<file path="config.mk">
export PLATFORM = sky130hd
export DESIGN_NAME = dmem_write_buffer
export DESIGN_NICKNAME = d
export VERILOG_FILES = /design/src/rtl/ctrl_pkg.sv /design/src/rtl/dmem_pkg.sv /design/src/rtl/wbuf_match.sv /design/src/rtl/dmem_write_buffer.sv
export SDC_FILE = /design/constraint.sdc
export NUM_CORES = 1
export LEC_CHECK = 0
export BUFFER_PORTS_ARGS = -buffer_cell sky130_fd_sc_hd__buf_2
export CAP_MARGIN = 20
export CORE_ASPECT_RATIO = 0.8
export CORE_MARGIN = 2
export CORE_UTILIZATION = 50
export DETAILED_ROUTE_END_ITERATION = 7
export PLACE_DENSITY = 0.78
export SETUP_SLACK_MARGIN = 0.15
export SKIP_CTS_REPAIR_TIMING = 1
export SLEW_MARGIN = 10
export SYNTH_ARGS = -nofsm -noshare
export SYNTH_HDL_FRONTEND = slang
export SYNTH_SLANG_ARGS = --single-unit
</file>
<file path="constraint.sdc">
create_clock -name clk -period 5.9 [get_ports clk]
set_input_delay 0.295 -clock clk [delete_from_list [all_inputs] [get_ports clk]]
set_output_delay 0.295 -clock clk [all_outputs]
set_load 0.01 [all_outputs]
</file>
<file path="src/rtl/ctrl_pkg.sv">
// Shared controller encodings used by the datapath and memory-stage blocks.
package ctrl_pkg;

  localparam logic MemRW_L = 1'b0;
  localparam logic MemRW_S = 1'b1;

endpackage

</file>
<file path="src/rtl/dmem_pkg.sv">
// Data-memory shared types: store-buffer entry record and default buffer depth.
package dmem_pkg;

  localparam int unsigned WBUF_DEPTH = 4;

  typedef struct packed {
    logic [29:0] addr;
    logic [31:0] data;
  } wbuf_entry_t;

endpackage

</file>
<file path="src/rtl/wbuf_match.sv">
// Youngest-match search over the store buffer for load forwarding.
module wbuf_match
  import dmem_pkg::*;
#(
  parameter  int unsigned DEPTH = WBUF_DEPTH,
  localparam int unsigned PTR_W = $clog2(DEPTH)
) (
  input  wbuf_entry_t      entries_i [DEPTH],
  input  logic [DEPTH-1:0] valid_i,
  input  logic [PTR_W-1:0] head_i,
  input  logic [29:0]      addr_i,
  output logic             hit_o,
  output logic [31:0]      data_o
);

  // Walk oldest to youngest starting at head so the last match wins.
  always_comb begin
    logic [PTR_W-1:0] idx;
    idx    = '0;
    hit_o  = 1'b0;
    data_o = '0;
    for (int unsigned i = 0; i < DEPTH; i++) begin
      idx = head_i + PTR_W'(i);
      if (valid_i[idx] && (entries_i[idx].addr == addr_i)) begin
        hit_o  = 1'b1;
        data_o = entries_i[idx].data;
      end
    end
  end

endmodule

</file>
<file path="src/rtl/dmem_write_buffer.sv">
// Store buffer between the memory stage and backing data memory, draining
// stores in program order and forwarding buffered data to loads.
module dmem_write_buffer
  import ctrl_pkg::*;
  import dmem_pkg::*;
#(
  parameter int unsigned DEPTH = WBUF_DEPTH
) (
  input  logic        clk,
  input  logic        rst,
  input  logic [31:0] addr_data,
  input  logic [31:0] s_data,
  input  logic        mem_rw,
  output logic [31:0] l_data,
  output logic [29:0] rd_addr,
  input  logic [31:0] rd_data,
  output logic        wr_valid,
  output logic [29:0] wr_addr,
  output logic [31:0] wr_data,
  input  logic        wr_ready,
  output logic        full,
  output logic        empty,
  output logic        overflow
);

  localparam int unsigned PTR_W = $clog2(DEPTH);
  localparam int unsigned CNT_W = PTR_W + 1;

  logic [PTR_W-1:0] head_q, head_d;
  logic [PTR_W-1:0] tail_q, tail_d;
  logic [CNT_W-1:0] count_q, count_d;
  logic             ovf_q, ovf_d;

  wbuf_entry_t      entries_q [DEPTH];
  logic [DEPTH-1:0] valid_mask;
  logic             store, enq, deq;
  logic             fwd_hit;
  logic [31:0]      fwd_data;
  logic             unused_addr_lsb;

  assign unused_addr_lsb = ^addr_data[1:0];

  assign store    = (mem_rw == MemRW_S);
  assign full     = (count_q == CNT_W'(DEPTH));
  assign empty    = (count_q == '0);
  assign wr_valid = !empty;
  assign overflow = ovf_q;
  assign deq      = wr_valid && wr_ready;
  // A full buffer still takes a store when the head leaves in the same cycle.
  assign enq      = store && (!full || deq);

  assign wr_addr  = entries_q[head_q].addr;
  assign wr_data  = entries_q[head_q].data;
  assign rd_addr  = addr_data[31:2];

  always_comb begin
    head_d  = head_q;
    tail_d  = tail_q;
    count_d = count_q;
    ovf_d   = ovf_q;
    if (deq) begin
      head_d = head_q + PTR_W'(1);
    end
    if (enq) begin
      tail_d = tail_q + PTR_W'(1);
    end
    case ({enq, deq})
      2'b10:   count_d = count_q + CNT_W'(1);
      2'b01:   count_d = count_q - CNT_W'(1);
      default: count_d = count_q;
    endcase
    if (store && !enq) begin
      ovf_d = 1'b1;
    end
  end

  // Slot s is live when its distance from head is below the occupancy.
  always_comb begin
    logic [PTR_W-1:0] offset;
    offset     = '0;
    valid_mask = '0;
    for (int unsigned s = 0; s < DEPTH; s++) begin
      offset        = PTR_W'(s) - head_q;
      valid_mask[s] = ({1'b0, offset} < count_q);
    end
  end

  always_ff @(posedge clk or negedge rst) begin
    if (!rst) begin
      head_q  <= '0;
      tail_q  <= '0;
      count_q <= '0;
      ovf_q   <= 1'b0;
    end else begin
      head_q  <= head_d;
      tail_q  <= tail_d;
      count_q <= count_d;
      ovf_q   <= ovf_d;
    end
  end

  always_ff @(posedge clk) begin
    if (enq) begin
      entries_q[tail_q] <= '{addr: addr_data[31:2], data: s_data};
    end
  end

  wbuf_match #(
    .DEPTH (DEPTH)
  ) u_match (
    .entries_i (entries_q),
    .valid_i   (valid_mask),
    .head_i    (head_q),
    .addr_i    (addr_data[31:2]),
    .hit_o     (fwd_hit),
    .data_o    (fwd_data)
  );

  assign l_data = fwd_hit ? fwd_data : rd_data;

endmodule

</file>
**Word-level counts from Yosys, hierarchy flattened**

Index checks and enable logic that the tools add are counted.

- Input bits: 100
- Word-level logic and storage cells: 95
- Flip-flop bits (word level): 256

- Reductions and logical operators: 14
- Add/sub/neg operators: 10
- Muxes and demuxes: 33
- Eq/ne operators: 7
- $lt $le $gt $ge: 14
- Bitwise gates (word level): 5

Operator list:

| cell | count |
|---|---|
| two-way mux 62 bit | 9 |
| binary-select mux 62 bit (select 2 bit) | 4 |
| bitwise mux 248 bit | 1 |
| two-way mux 32 bit | 5 |
| demux 62 bit (select 2 bit) | 1 |
| == test 30 bit | 4 |
| greater-or-equal comparator 3 bit, second input constant | 5 |
| NOT 2 -> 3 bit | 5 |
| less-than comparator 2 x 3 -> 1 bit | 4 |
| less-than comparator 2 x 3 -> 1 bit, second input constant | 4 |
| binary-select mux 1 bit (select 2 bit) | 4 |
| logical AND 1 bit | 8 |
| two-way mux 1 bit | 8 |
| case mux 3 bit (2 select lines) | 1 |
| adder 2 x 1 -> 2 bit, second input constant | 2 |
| adder 2 bit, second input constant | 2 |
| subtractor 1 x 2 -> 2 bit, first input constant | 2 |
| subtractor 2 bit, first input constant | 2 |
| adder 3 x 1 -> 3 bit, second input constant | 1 |
| == test 3 bit, second input constant | 1 |
| zero test 1 bit | 3 |
| zero test 3 bit | 1 |
| less-than comparator 3 x 1 -> 1 bit, second input constant | 1 |
| subtractor 3 x 1 -> 3 bit, second input constant | 1 |
| 4 further kinds | 4 |

**Depth between registers and ports, before layout**

Gate-level depths: netlist (run 1).

- Word-level depth: 11
- Gate-level depth with buffers: 23
- Gate-level depth less buffers: 12

**Modules after synthesis**

Synthesis (run 1) repeated with hierarchy kept, for this count alone.

- Cell total of the unflattened synthesis: 1,410
- Area total of the unflattened synthesis: 18,539.0 sq um

Modules (own cells, without submodules):

| module | seq. area each (sq um) | area each (sq um) | times used | cells an instance |
|---|---|---|---|---|
| dmem_write_buffer | 7,647.3 | 10,209.8 | 1 | 463 |
| wbuf_match | 0.0 | 8,329.2 | 1 | 947 |

**Worst setup path before layout (run 1)**

OpenSTA, ideal clock, no wires.

- Path kind: flip-flop to output port
- Start: register head_q[0]
- End: output port l_data[10]
- Stages on the path, launching flop included: 24
- Data arrival time: 4.405 ns
- Path slack: 1.200 ns
- Required time: 5.605 ns
- Buffers on the path: 11
- Cells stage by stage: dfrtp_1 > buf_6 > buf_6 > buf_6 > buf_6 > buf_6 > buf_2 > buf_2 > buf_2 > buf_2 > xor2_1 > inv_1 > ha_1 > nand2b_1 > a221oi_1 > a21oi_1 > nand2_1 > a221o_1 > or2_1 > buf_6 > o21ai_2 > buf_2 > a22oi_1 > a31o_1

- Cells in the longest elaborated chain, start to end: 11
- Elaborated cells between the ends (all ways): 52

Ends and longest elaborated chain:

| element | RTL line | text |
|---|---|---|
| start: declaration | dmem_write_buffer.sv:29 | `logic [PTR_W-1:0] head_q, head_d;` |
| start signal: assignment | dmem_write_buffer.sv:90 | `head_q <= '0;` |
| start signal: assignment | dmem_write_buffer.sv:95 | `head_q <= head_d;` |
| adder 2 x 1 -> 2 bit or NOT 2 -> 3 bit (tied branches) | wbuf_match.sv:23, wbuf_match.sv:24, wbuf_match.sv:26 |  |
| NOT 2 -> 3 bit (implied by the code) or binary-select mux 62 bit (select 2 bit) (tied branches) | wbuf_match.sv:24, wbuf_match.sv:26 |  |
| binary-select mux 62 bit (select 2 bit) or two-way mux 62 bit (tied branches) | wbuf_match.sv:24, wbuf_match.sv:26 |  |
| two-way mux 62 bit (on tied branches) | wbuf_match.sv:24, wbuf_match.sv:26 |  |
| two-way mux 62 bit (implied by the code) or == test 30 bit (tied branches) | wbuf_match.sv:24 | `if (valid_i[idx] && (entries_i[idx].addr == addr_i)) begin` |
| == test 30 bit or logical AND 1 bit (tied branches) | wbuf_match.sv:24 |  |
| logical AND 1 bit, or another cell as far along | wbuf_match.sv:24 |  |
| two-way mux 32 bit or two-way mux 1 bit (tied branches) (3 in series) | wbuf_match.sv:24 |  |
| two-way mux 32 bit (*) | dmem_write_buffer.sv:119 | `assign l_data = fwd_hit ? fwd_data : rd_data;` |
| end: declaration | dmem_write_buffer.sv:14 | `output logic [31:0] l_data,` |

Mark *: on every way between the ends. The rest lies on a longest branch, timed or not. The select of a mux whose other input is x is not followed.

**Worst setup path after layout (run 1)**

- Start: register head_q[0]
- End: output port l_data[17]

The elaborated chain is that of the path after synthesis.

==> results.yml, run 1 <==
worst_setup_path:
  critPathRequiredTime_ns: 5.61
  critPathMaxFanout: 43
  cp-start-kind: "register"
  timing.critical_path.to_type: "output pin"
  critPathArrivalTime_ns: 5.10
  worstSetupPathType: "reg -> out"
routing:
  drc_errors: 0
  post_route_wl_um: 43410
  drtAntennaViolNets: 0
  vias: 12033
  route.detailed.wl_per_inst_um: 22.36
  drt_pre_antenna_iters: 5
  drt-vias-per-instance: 6.199
  drt-initial-drc-count: 1127
global_routing:
  gr-total-overflow: 0
  grt_resource_usage_total: 0.2403
  antenna_violations_before_repair: 3
  first_global_vias: 11515
  first_pass_grt_wire_length_um: 65490
  maximum_number_of_pins_on_one_net_before_global_route_repair: 87
placement:
  buffer_ports.inserted: 225
  finalWeightedCongestion: 0.9152
  place.detailed.hpwl_um: 28390
  dpl-instance-area_um2: 17800
flow_run:
  cap_viol_max_count: 0
yosys:
  yosys.cell_types.count: 58
  netlist_area_um2: 16660
  postSynth.topFlopCell: "edfxtp_1"
  synthesis.instances: 1307
  edff_count_synth: 248
  synth_top_cell_area_share: 0.4471
  synth.avg_cell_area_um2: 12.74
  postSynthNetCount: 1417
  synth.ff_latch_count: 256
  cell_taking_the_most_area_after_synthesis: "edfxtp_1"
  part_of_the_yosys_area_used_for_sequential_elements: 0.4591
  asyncSetResetFlopFracSynth: 0.03125
  post_synth_main_area_contributors: "edfxtp_1 45%, mux4_2 14%, mux2i_1 7.4%"
  yosysWarnings: 0
floorplanning:
  initial_core_util: 0.5105
  die_h_um: 167.3
  dieArea_um2: 34800
  design.core.area_um2: 32630
  io_pins: 228
  die_width_um: 208.1
  row_count: 59
clock_network:
  tritoncts_clock_tree: "yes"
  cts_sinks: 256
  tritoncts.num_buffers: 28
  path_clk_slew_ns: 0.06
  clock-root-buffer: "clkbuf_16"
  cts.htree.levels: 1
  clock_path_buffers: 3
  clkLatencyLatePin_ns: 0.55
timing:
  slew_headroom: 0.2410
  timing.fmax_ghz: 0.1853
  slew_violations: 0
  hold_violations: 0
  final.min_clock_period_ns: 5.397
  skew_ns: 0.01015
  worstMarginPinSlew_ns: 1.139
  setup_tns_ns: 0
  setup_viol_count_final: 0
  rsz_0062_raised_after_global_routing: "false"
  fin_crit_sh: 0.9148
run_status:
  status: "finished clean"
power_and_ir_drop:
  cellLeakagePower_nw: 6.939
  ir_drop_mv: 0.3365
  cellPowerDensity_nw_per_um2: 502.3
  total_power_w: 0.009578
final_layout:
  fin_nets: 1600
  multi_input_comb_area_um2: 8152
  filler_cell_count: 2552
  drive_above_1_share: 0.3022
  area.growth.synth_to_final_pct: 14.47
  area_used_by_sequential_logic_in_the_layout_um2: 7655
  finish.instance_area_um2: 19070
worst_hold_path:
  hold_path.class: "in -> reg"
cell type report:
cell class / instances / share of cell area
Antenna cell: 2 / 0.0002625
Clock buffer: 35 / 0.03924
Clock inverter: 17 / 0.008137
Inverter: 13 / 0.002559
Multi-Input combinational cell: 900 / 0.4275
Sequential cell: 256 / 0.4015
Tap cell: 427 / 0.02802
Timing Repair Buffer: 291 / 0.09279
registers in the layout (all words and copies together), names as in the netlist:
name / cells
count_q: 3
entries_q: 248
overflow: 1
tail_q: 2
head_q: 2
logic make-up (layout without fill, tap and decap cells):
group / Yosys count / count (layout) / synth area share
XOR/XNOR: 130 / 130 / 0.06880
other: 0 / 2 / 0
AND/OR/NAND/NOR: 253 / 253 / 0.07264
adder cells (fa/ha/maj): 10 / 10 / 0.007962
AO/OA/AOI/OAI: 240 / 240 / 0.09848
flip-flops: 256 / 256 / 0.4591
buffers and inverters: 151 / 356 / 0.05213
multiplexers: 267 / 267 / 0.2409
critical path: stages, from the launching register on:
cell and delay [ns]:
dfrtp_4 0.89, mux4_2 0.62, xnor2_1 0.52, nand4_1 0.38, or4_1 0.70, or3_1 0.40, a21boi_2 0.15, buf_4 0.44
a31o_1 0.24, buf_2 0.14
report_power, final:
group	leakage [nW]	switching [W]	internal (W)
Clock	0.452	0.000703	0.00102
Sequential	2.36	0.000341	0.00241
Combinational	4.12	0.00278	0.00232
Total	6.94	0.00382	0.00576
cell usage after synthesis, types with 2 or more instances:
master,n
nor4_1,8
a31o_1,31
nand4_1,28
a21boi_0,29
buf_2,39
mux4_2,103
xnor2_1,97
a21oi_1,40
o2bb2ai_1,31
clkbuf_1,43
and3_1,2
nor3_1,5
xor2_1,32
a22oi_1,31
ha_1,9
mux2_1,3
nor2b_1,2
nor4b_1,3
buf_8,2
or3_1,2
nand2_1,77
buf_4,33
nand3_1,3
mux2_2,38
and2_1,35
nor3b_1,2
dfrtp_1,8
nor2_1,78
o21ai_0,63
nand2b_1,2
mux2i_1,123
edfxtp_1,248
buf_1,8
a221oi_1,2
inv_1,13
buf_6,12
through the flow:
step                worst slack [ns]  cells  hold WS [ns]  utilization
detailed placement             1.050   1852        0.1569       0.5455
global route                  0.2249   1941       0.08725       0.5844
floorplan                      1.200   1307    -0.0005911            -
finish                        0.5029   1941       0.08962       0.5844
global placement               1.133   1852        0.1531       0.5455
CTS                           0.4531   1904       -0.4259       0.5732
cell usage in the layout, fill, tap and decap left out, types with 32 or more instances in the layout:
master,count
a21oi_1,40
buf_2,225
dlygate4sd3_1,34
edfxtp_1,248
mux2_2,38
mux2i_1,123
mux4_2,103
nand2_1,77
nor2_1,77
o21ai_0,63
xnor2_1,97
xor2_1,32
path summary, 6_finish.rpt:
check                              from              to  slack [ns]  cells after the start
setup / recovery              head_q[0]      l_data[17]        0.50                      9
hold / removal             addr_data[5]  entries_q[159]        0.09                      1
setup reg to reg             count_q[2]   entries_q[65]        2.61                      5
hold reg to reg                overflow        overflow        0.46                      1
max in group asynchronous           rst       head_q[0]        5.53                      2
min in group asynchronous           rst        overflow        0.15                      2
per-layer routing:
metal  part of all wire  global-route usage  wire, um  up-vias
li1                   -                   -         -     5379
met1               0.42              0.3401     18380     5978
met2               0.46              0.3712     20060      575
met3              0.084             0.05101      3656       99
met4              0.030             0.08110      1290        2
met5            0.00030                   0        13        -
Power figures use the tool's default switching activity.
==> run 2: changes to the inputs <==
- CORE_ASPECT_RATIO: 0.8 -> 1.5
==> run 2 against run 1 <==
Final cell count shrank 1.4%. Critical path depth grew 3. Combinational power shrank 1%. Non-clock buffer count shrank 10. Sequential share of layout area grew 0.35 points. Power shrank 2.0%. Wire length shrank 1.1%. Fmax grew 3.2%. Critical path type unchanged. Critical endpoint is now l_data[27].
==> results.yml, run 2 (synthesized netlist as in run 1, its figures left out) <==
floorplanning:
  dieArea_um2: 34820
  io_pins: 228
  die_width_um: 153.0
  initial_core_util: 0.5088
  row_count: 81
  design.core.area_um2: 32740
  die_h_um: 227.5
final_layout:
  layout.core_utilization: 0.5775
  layout_top_registers: "entries_q: 248 flops, count_q: 3 flops"
  drive_above_1_share: 0.2961
  filler_cell_count: 2647
  fin_nets: 1588
  finish.instance_area_um2: 18900
  largest_register_ffs: 248
  final_common_cell: "edfxtp_1"
  area.growth.synth_to_final_pct: 13.48
  regMostFlops: "entries_q"
  layout_common_cells: "248 x edfxtp_1, 225 x buf_2, 123 x mux2i_1, 103 x mux4_2, 97 x xnor2_1"
clock_network:
  tritoncts_clock_tree: "yes"
  cts.htree.levels: 1
  cts_sinks: 256
  clock-root-buffer: "clkbuf_16"
  clock_path_buffers: 3
  tritoncts.num_buffers: 26
  path_clk_slew_ns: 0.06
  clkLatencyLatePin_ns: 0.55
power_and_ir_drop:
  clock_power_share: 0.171
  cellLeakagePower_nw: 6.856
  p_switching_w: 0.003752
  total_power_w: 0.009384
  combinational_power_share: 0.536
  power.switching_fraction: 0.3998
  cellPowerDensity_nw_per_um2: 496.4
  power.internal_w: 0.005632
  power.share.sequential: 0.293
  ir_drop_mv: 0.3518
worst_setup_path:
  crit-reg2reg-capture: "entries_q[16]"
  register_to_register_path_setup_slack_ns: 2.91
  crit_path_max_incr_delay_ns: 1.00
  path_cells: "buf_12, mux4_2, xnor2_1, nand3_1, nor2_1, and4_2, buf_4, o21ai_0, o21ai_0, a22oi_1, a31o_1, buf_2"
  timing.critical_path.to_type: "output pin"
  worst_path_most_repeated_cell: "o21ai_0"
  cp-start-kind: "register"
  regToRegStartpoint: "count_q[2]"
  critPathMaxFanout: 67
  critPathSlowestCell: "dfrtp_4"
  r2r_cells: 5
  worstSetupPathType: "reg -> out"
  critPathArrivalTime_ns: 4.94
  critPathRequiredTime_ns: 5.61
placement:
  dpl-instance-area_um2: 17710
  finalWeightedCongestion: 0.9447
  buffer_ports.inserted: 225
  place.detailed.hpwl_um: 28590
timing:
  fin_crit_sh: 0.8865
  setup_viol_count_final: 0
  slew_headroom: 0.2687
  hold_violations: 0
  rsz_0062_raised_after_global_routing: "false"
  final.min_clock_period_ns: 5.230
  setup_tns_ns: 0
  timing.fmax_ghz: 0.1912
  worstMarginPinSlew_ns: 1.097
  slew_violations: 0
  skew_ns: 0.01271
routing:
  drt-vias-per-instance: 6.153
  vias: 11770
  drt_pre_antenna_iters: 5
  route.detailed.wl_per_inst_um: 22.45
  drt-initial-drc-count: 848
  post_route_wl_um: 42950
  drtAntennaViolNets: 0
  drc_errors: 0
worst_hold_path:
  hold_end: "entries_q[115]"
  hold_start: "addr_data[23]"
  hold_path.class: "in -> reg"
  worst_hold_path.num_cells: 1
flow_run:
  cap_viol_max_count: 0
run_status:
  status: "finished clean"
global_routing:
  maximum_number_of_pins_on_one_net_before_global_route_repair: 128
  first_global_vias: 11582
  antenna_violations_before_repair: 2
  gr-total-overflow: 0
  first_pass_grt_wire_length_um: 64180
  grt_resource_usage_total: 0.2373
-- run 2: cell types whose count changed in the layout (fill, tap and decap cells not counted) --
cell,delta
inv_6,+1
and2_2,-3
bufinv_16,-1
buf_12,-1
clkinv_4,+1
and2_4,+3
clkbuf_1,-2
clkinv_2,-3
buf_4,-10
clkbuf_16,-2
buf_16,+1
-- run 2: worst max path at each step --
stage,startpoint,cells after the start,endpoint,slack (ns)
after CTS,head_q[0],13,l_data[27],0.63
after global routing,head_q[0],13,l_data[21],0.26
after detailed placement,head_q[0],13,l_data[27],1.24
after global placement,head_q[0],13,l_data[23],1.28
final,head_q[1],12,l_data[27],0.67
after floorplan,head_q[0],23,l_data[10],1.20
-- run 2: layer usage --
layer,up-vias,global-route usage,share of wire
met4,2,0.1114,0.044
met2,469,0.4443,0.53
met5,-,0,0.00016
met3,105,0.02913,0.058
met1,5839,0.2690,0.36
li1,5355,-,-
-- run 2: through the flow --
| stage | std cells | setup slack (ns) | hold WS (ns) |
|---|---|---|---|
| final | 1913 | 0.6698 | 0.07949 |
| after global placement | 1830 | 1.285 | 0.1557 |
| after CTS | 1876 | 0.6274 | -0.4250 |
| after floorplan | 1307 | 1.200 | -0.0005911 |
| after global routing | 1911 | 0.2619 | 0.08260 |
| after detailed placement | 1830 | 1.237 | 0.1551 |
-- run 2: final cells by class --
cell class / instances / area (um2) / share of cell area
Multi-Input combinational cell: 900 / 8155 / 0.4314
Sequential cell: 256 / 7655 / 0.4050
Timing Repair Buffer: 281 / 1702 / 0.09002
Clock buffer: 31 / 690.7 / 0.03654
Tap cell: 415 / 519.2 / 0.02747
Clock inverter: 15 / 127.6 / 0.006751
Inverter: 13 / 48.80 / 0.002581
Antenna cell: 2 / 5.005 / 0.0002648
-- run 2: worst max-delay path: cells and delay by family, from the launching register on --
kind | cells | cell delay, ns
compound gates | 4 | 0.57
xor+xnor | 1 | 0.42
buf+inv | 3 | 0.84
flops | 1 | 1.00
mux | 1 | 0.57
simple gates | 3 | 0.90
-- run 2: power groups by stage --
| stage | Clock [W] | Combinational (W) | Sequential, W |
|---|---|---|---|
| detailed placement | 0 | 0.00496 | 0.00279 |
| global route | 0.00172 | 0.00540 | 0.00279 |
| finish | 0.00161 | 0.00503 | 0.00275 |
| CTS | 0.00163 | 0.00499 | 0.00275 |
| floorplan | 0 | 0.00392 | 0.00258 |
| global placement | 0 | 0.00487 | 0.00275 |
==> run 3: changes to the inputs <==
- ABC_AREA: not set -> 1
- PLACE_DENSITY: 0.78 -> 0.77
==> run 3 against run 2 <==
Area after synthesis rose by 9.5%. Count of clock-buffer cells in the layout increased by 3. Clock power up 6%. Synthesized cell count rose by 95%. Critical path type unchanged. Largest power group unchanged. Critical endpoint is now l_data[4].
==> results.yml, run 3 <==
run_status:
  status: "finished clean"
routing:
  drt-vias-per-instance: 5.588
  vias: 17782
  drtAntennaViolNets: 0
  drc_errors: 0
  routed-wl-met2_um: 27400
  route.detailed.wl_per_inst_um: 16.93
  post_route_wl_um: 53880
  wl_met3_um: 3878
  m1WireLength_um: 19680
  drt-initial-drc-count: 1413
  dr.max_layer_used: "met5"
  drt_pre_antenna_iters: 8
worst_hold_path:
  hold_path.class: "in -> reg"
yosys:
  synth_top_cell_area_share: 0.4085
  postSynthNetCount: 2653
  asyncSetResetFlopFracSynth: 0.03125
  yosysWarnings: 0
  part_of_the_yosys_area_used_for_sequential_elements: 0.4194
  yosys-top-cells-count: "1025 x nand2_1, 276 x nand3_1, 248 x edfxtp_1"
  synthesis.instances: 2543
  edff_count_synth: 248
  synth.avg_cell_area_um2: 7.170
  synth.ff_latch_count: 256
  cell_taking_the_most_area_after_synthesis: "edfxtp_1"
  synthMostInstantiatedCell: "nand2_1"
  netlist_area_um2: 18230
  postSynth.topFlopCell: "edfxtp_1"
  yosys.cell_types.count: 35
  post_synth_main_area_contributors: "edfxtp_1 41%, nand2_1 21%, nand3_1 7.6%"
worst_setup_path:
  path_cells: "inv_4, buf_4, nand2_1, nand2_1, nor2_1, nor2_1, o21ai_1, nor2_1, nand2_1, nor2_1, nand3_1, nand3_1, nand2_1, inv_2, nand2_1, nand2_1, buf_2"
  critPathMaxFanout: 81
  crit_path_max_incr_delay_ns: 0.73
  worst_path_most_repeated_cell: "nand2_1"
  cp-start-kind: "register"
  critPathArrivalTime_ns: 5.02
  critPathSlowestCell: "buf_4"
  worstSetupPathType: "reg -> out"
  critPathRequiredTime_ns: 5.61
  timing.critical_path.to_type: "output pin"
timing:
  hold_violations: 0
  timing.fmax_ghz: 0.1880
  setup_tns_ns: 0
  timing.hold.ws_ns: 0.01970
  setup_viol_count_final: 0
  slew_violations: 0
  final.min_clock_period_ns: 5.318
  skew_ns: 0.01384
  worstMarginPinSlew_ns: 1.064
  fin_crit_sh: 0.9014
  rsz_0062_raised_after_global_routing: "false"
  slew_headroom: 0.2906
final_layout:
  filler_cell_count: 3258
  finish.instance_area_um2: 20530
  largest_register_ffs: 248
  insertedDiodeCount: 0
  regMostFlops: "entries_q"
  area.growth.synth_to_final_pct: 12.60
  layout_common_cells: "1024 x nand2_1, 275 x nand3_1, 248 x edfxtp_1, 227 x o21ai_0, 225 x buf_2"
  final_common_cell: "nand2_1"
  layout_top_registers: "entries_q: 248 flops, count_q: 3 flops"
  drive_above_1_share: 0.1191
  fin_nets: 2795
power_and_ir_drop:
  ir_drop_mv: 0.3487
  cellPowerDensity_nw_per_um2: 530.8
  total_power_w: 0.01090
  cellLeakagePower_nw: 9.618
global_routing:
  gr-total-overflow: 0
  maximum_number_of_pins_on_one_net_before_global_route_repair: 152
  antenna_violations_before_repair: 2
  grt_resource_usage_total: 0.2734
  first_pass_grt_wire_length_um: 83280
  first_global_vias: 16882
floorplanning:
  die_width_um: 159.9
  die_h_um: 237.9
  initial_core_util: 0.5072
  dieArea_um2: 38040
  row_count: 85
  io_pins: 228
  design.core.area_um2: 35950
clock_network:
  clkLatencyLatePin_ns: 0.55
  tritoncts_clock_tree: "yes"
  cts.htree.levels: 1
  cts_sinks: 256
  path_clk_slew_ns: 0.06
  clock_path_buffers: 3
  clock-root-buffer: "clkbuf_16"
  tritoncts.num_buffers: 26
placement:
  finalWeightedCongestion: 0.9466
  dpl-instance-area_um2: 19290
  place.detailed.hpwl_um: 35170
  buffer_ports.inserted: 225
flow_run:
  cap_viol_max_count: 0
-- run 3: cell count changes after synthesis, moves of 96 or more --
cell,change
mux4_2,-103
inv_1,+184
nand3_1,+273
xnor2_1,-96
nand2_1,+948
o21ai_0,+164
-- run 3: path summary, 6_finish.rpt --
path	startpoint	to	slack, ns	cells after the start
max in group asynchronous	rst	head_q[1]	5.56	2
worst max-delay path	head_q[0]	l_data[4]	0.58	17
worst max register to register	count_q[2]	count_q[2]	2.98	10
min in group asynchronous	rst	count_q[2]	0.14	2
worst min-delay path	mem_rw	overflow	0.02	2
worst min register to register	overflow	overflow	0.47	1
-- run 3: kinds of logic (layout without fill, tap and decap cells) --
kind of cell             Yosys count  count (layout)  share of synthesized area
AO/OA/AOI/OAI                    311             311                    0.08859
XOR/XNOR                          32              32                    0.01537
adder cells (fa/ha/maj)           10              10                   0.007274
buffers and inverters            374             535                    0.09456
flip-flops                       256             256                     0.4194
multiplexers                      64              64                    0.03514
AND/OR/NAND/NOR                 1496            1496                     0.3396
-- run 3: area by class of cell --
class                   count  area [um2]  share of cell area
clock buffers              34       785.8             0.03827
clock inverters            13       98.84            0.004815
inverters                 203       767.0             0.03736
multi-input cells        1913        8909              0.4339
flip-flops and latches    256        7655              0.3729
well taps                 478       598.1             0.02913
repair buffers            285        1717             0.08362
-- run 3: per-stage QoR --
step / utilization / setup slack, ns / instances
after detailed placement: 0.5365 / 1.285 / 3101
final: 0.5711 / 0.5816 / 3182
after global routing: 0.5711 / 0.2526 / 3182
after floorplan: - / 1.926 / 2543
after CTS: 0.5612 / 0.6983 / 3148
after global placement: 0.5365 / 1.319 / 3101
-- run 3: layer usage --
metal  track usage  vias to the layer above
met2        0.5078                      817
met5             0                        -
met4        0.1564                        4
met3       0.02990                      194
met1        0.3021                     8147
li1              -                     8620
-- run 3: critical path: cells and delay by family, from the launching register on --
family | cells | cell delay (ns)
buffers and inverters | 4 | 1.96
and+or+nand+nor | 12 | 1.58
DFF | 1 | 0.72
AOI/OAI and AO/OA | 1 | 0.10
-- run 3: report_power, final --
part	internal, W	total (W)	switching, W
logic	0.00200	0.00656	0.00456
clock network	0.000983	0.00171	0.000722
registers	0.00240	0.00263	0.000223
total	0.00539	0.0109	0.00551
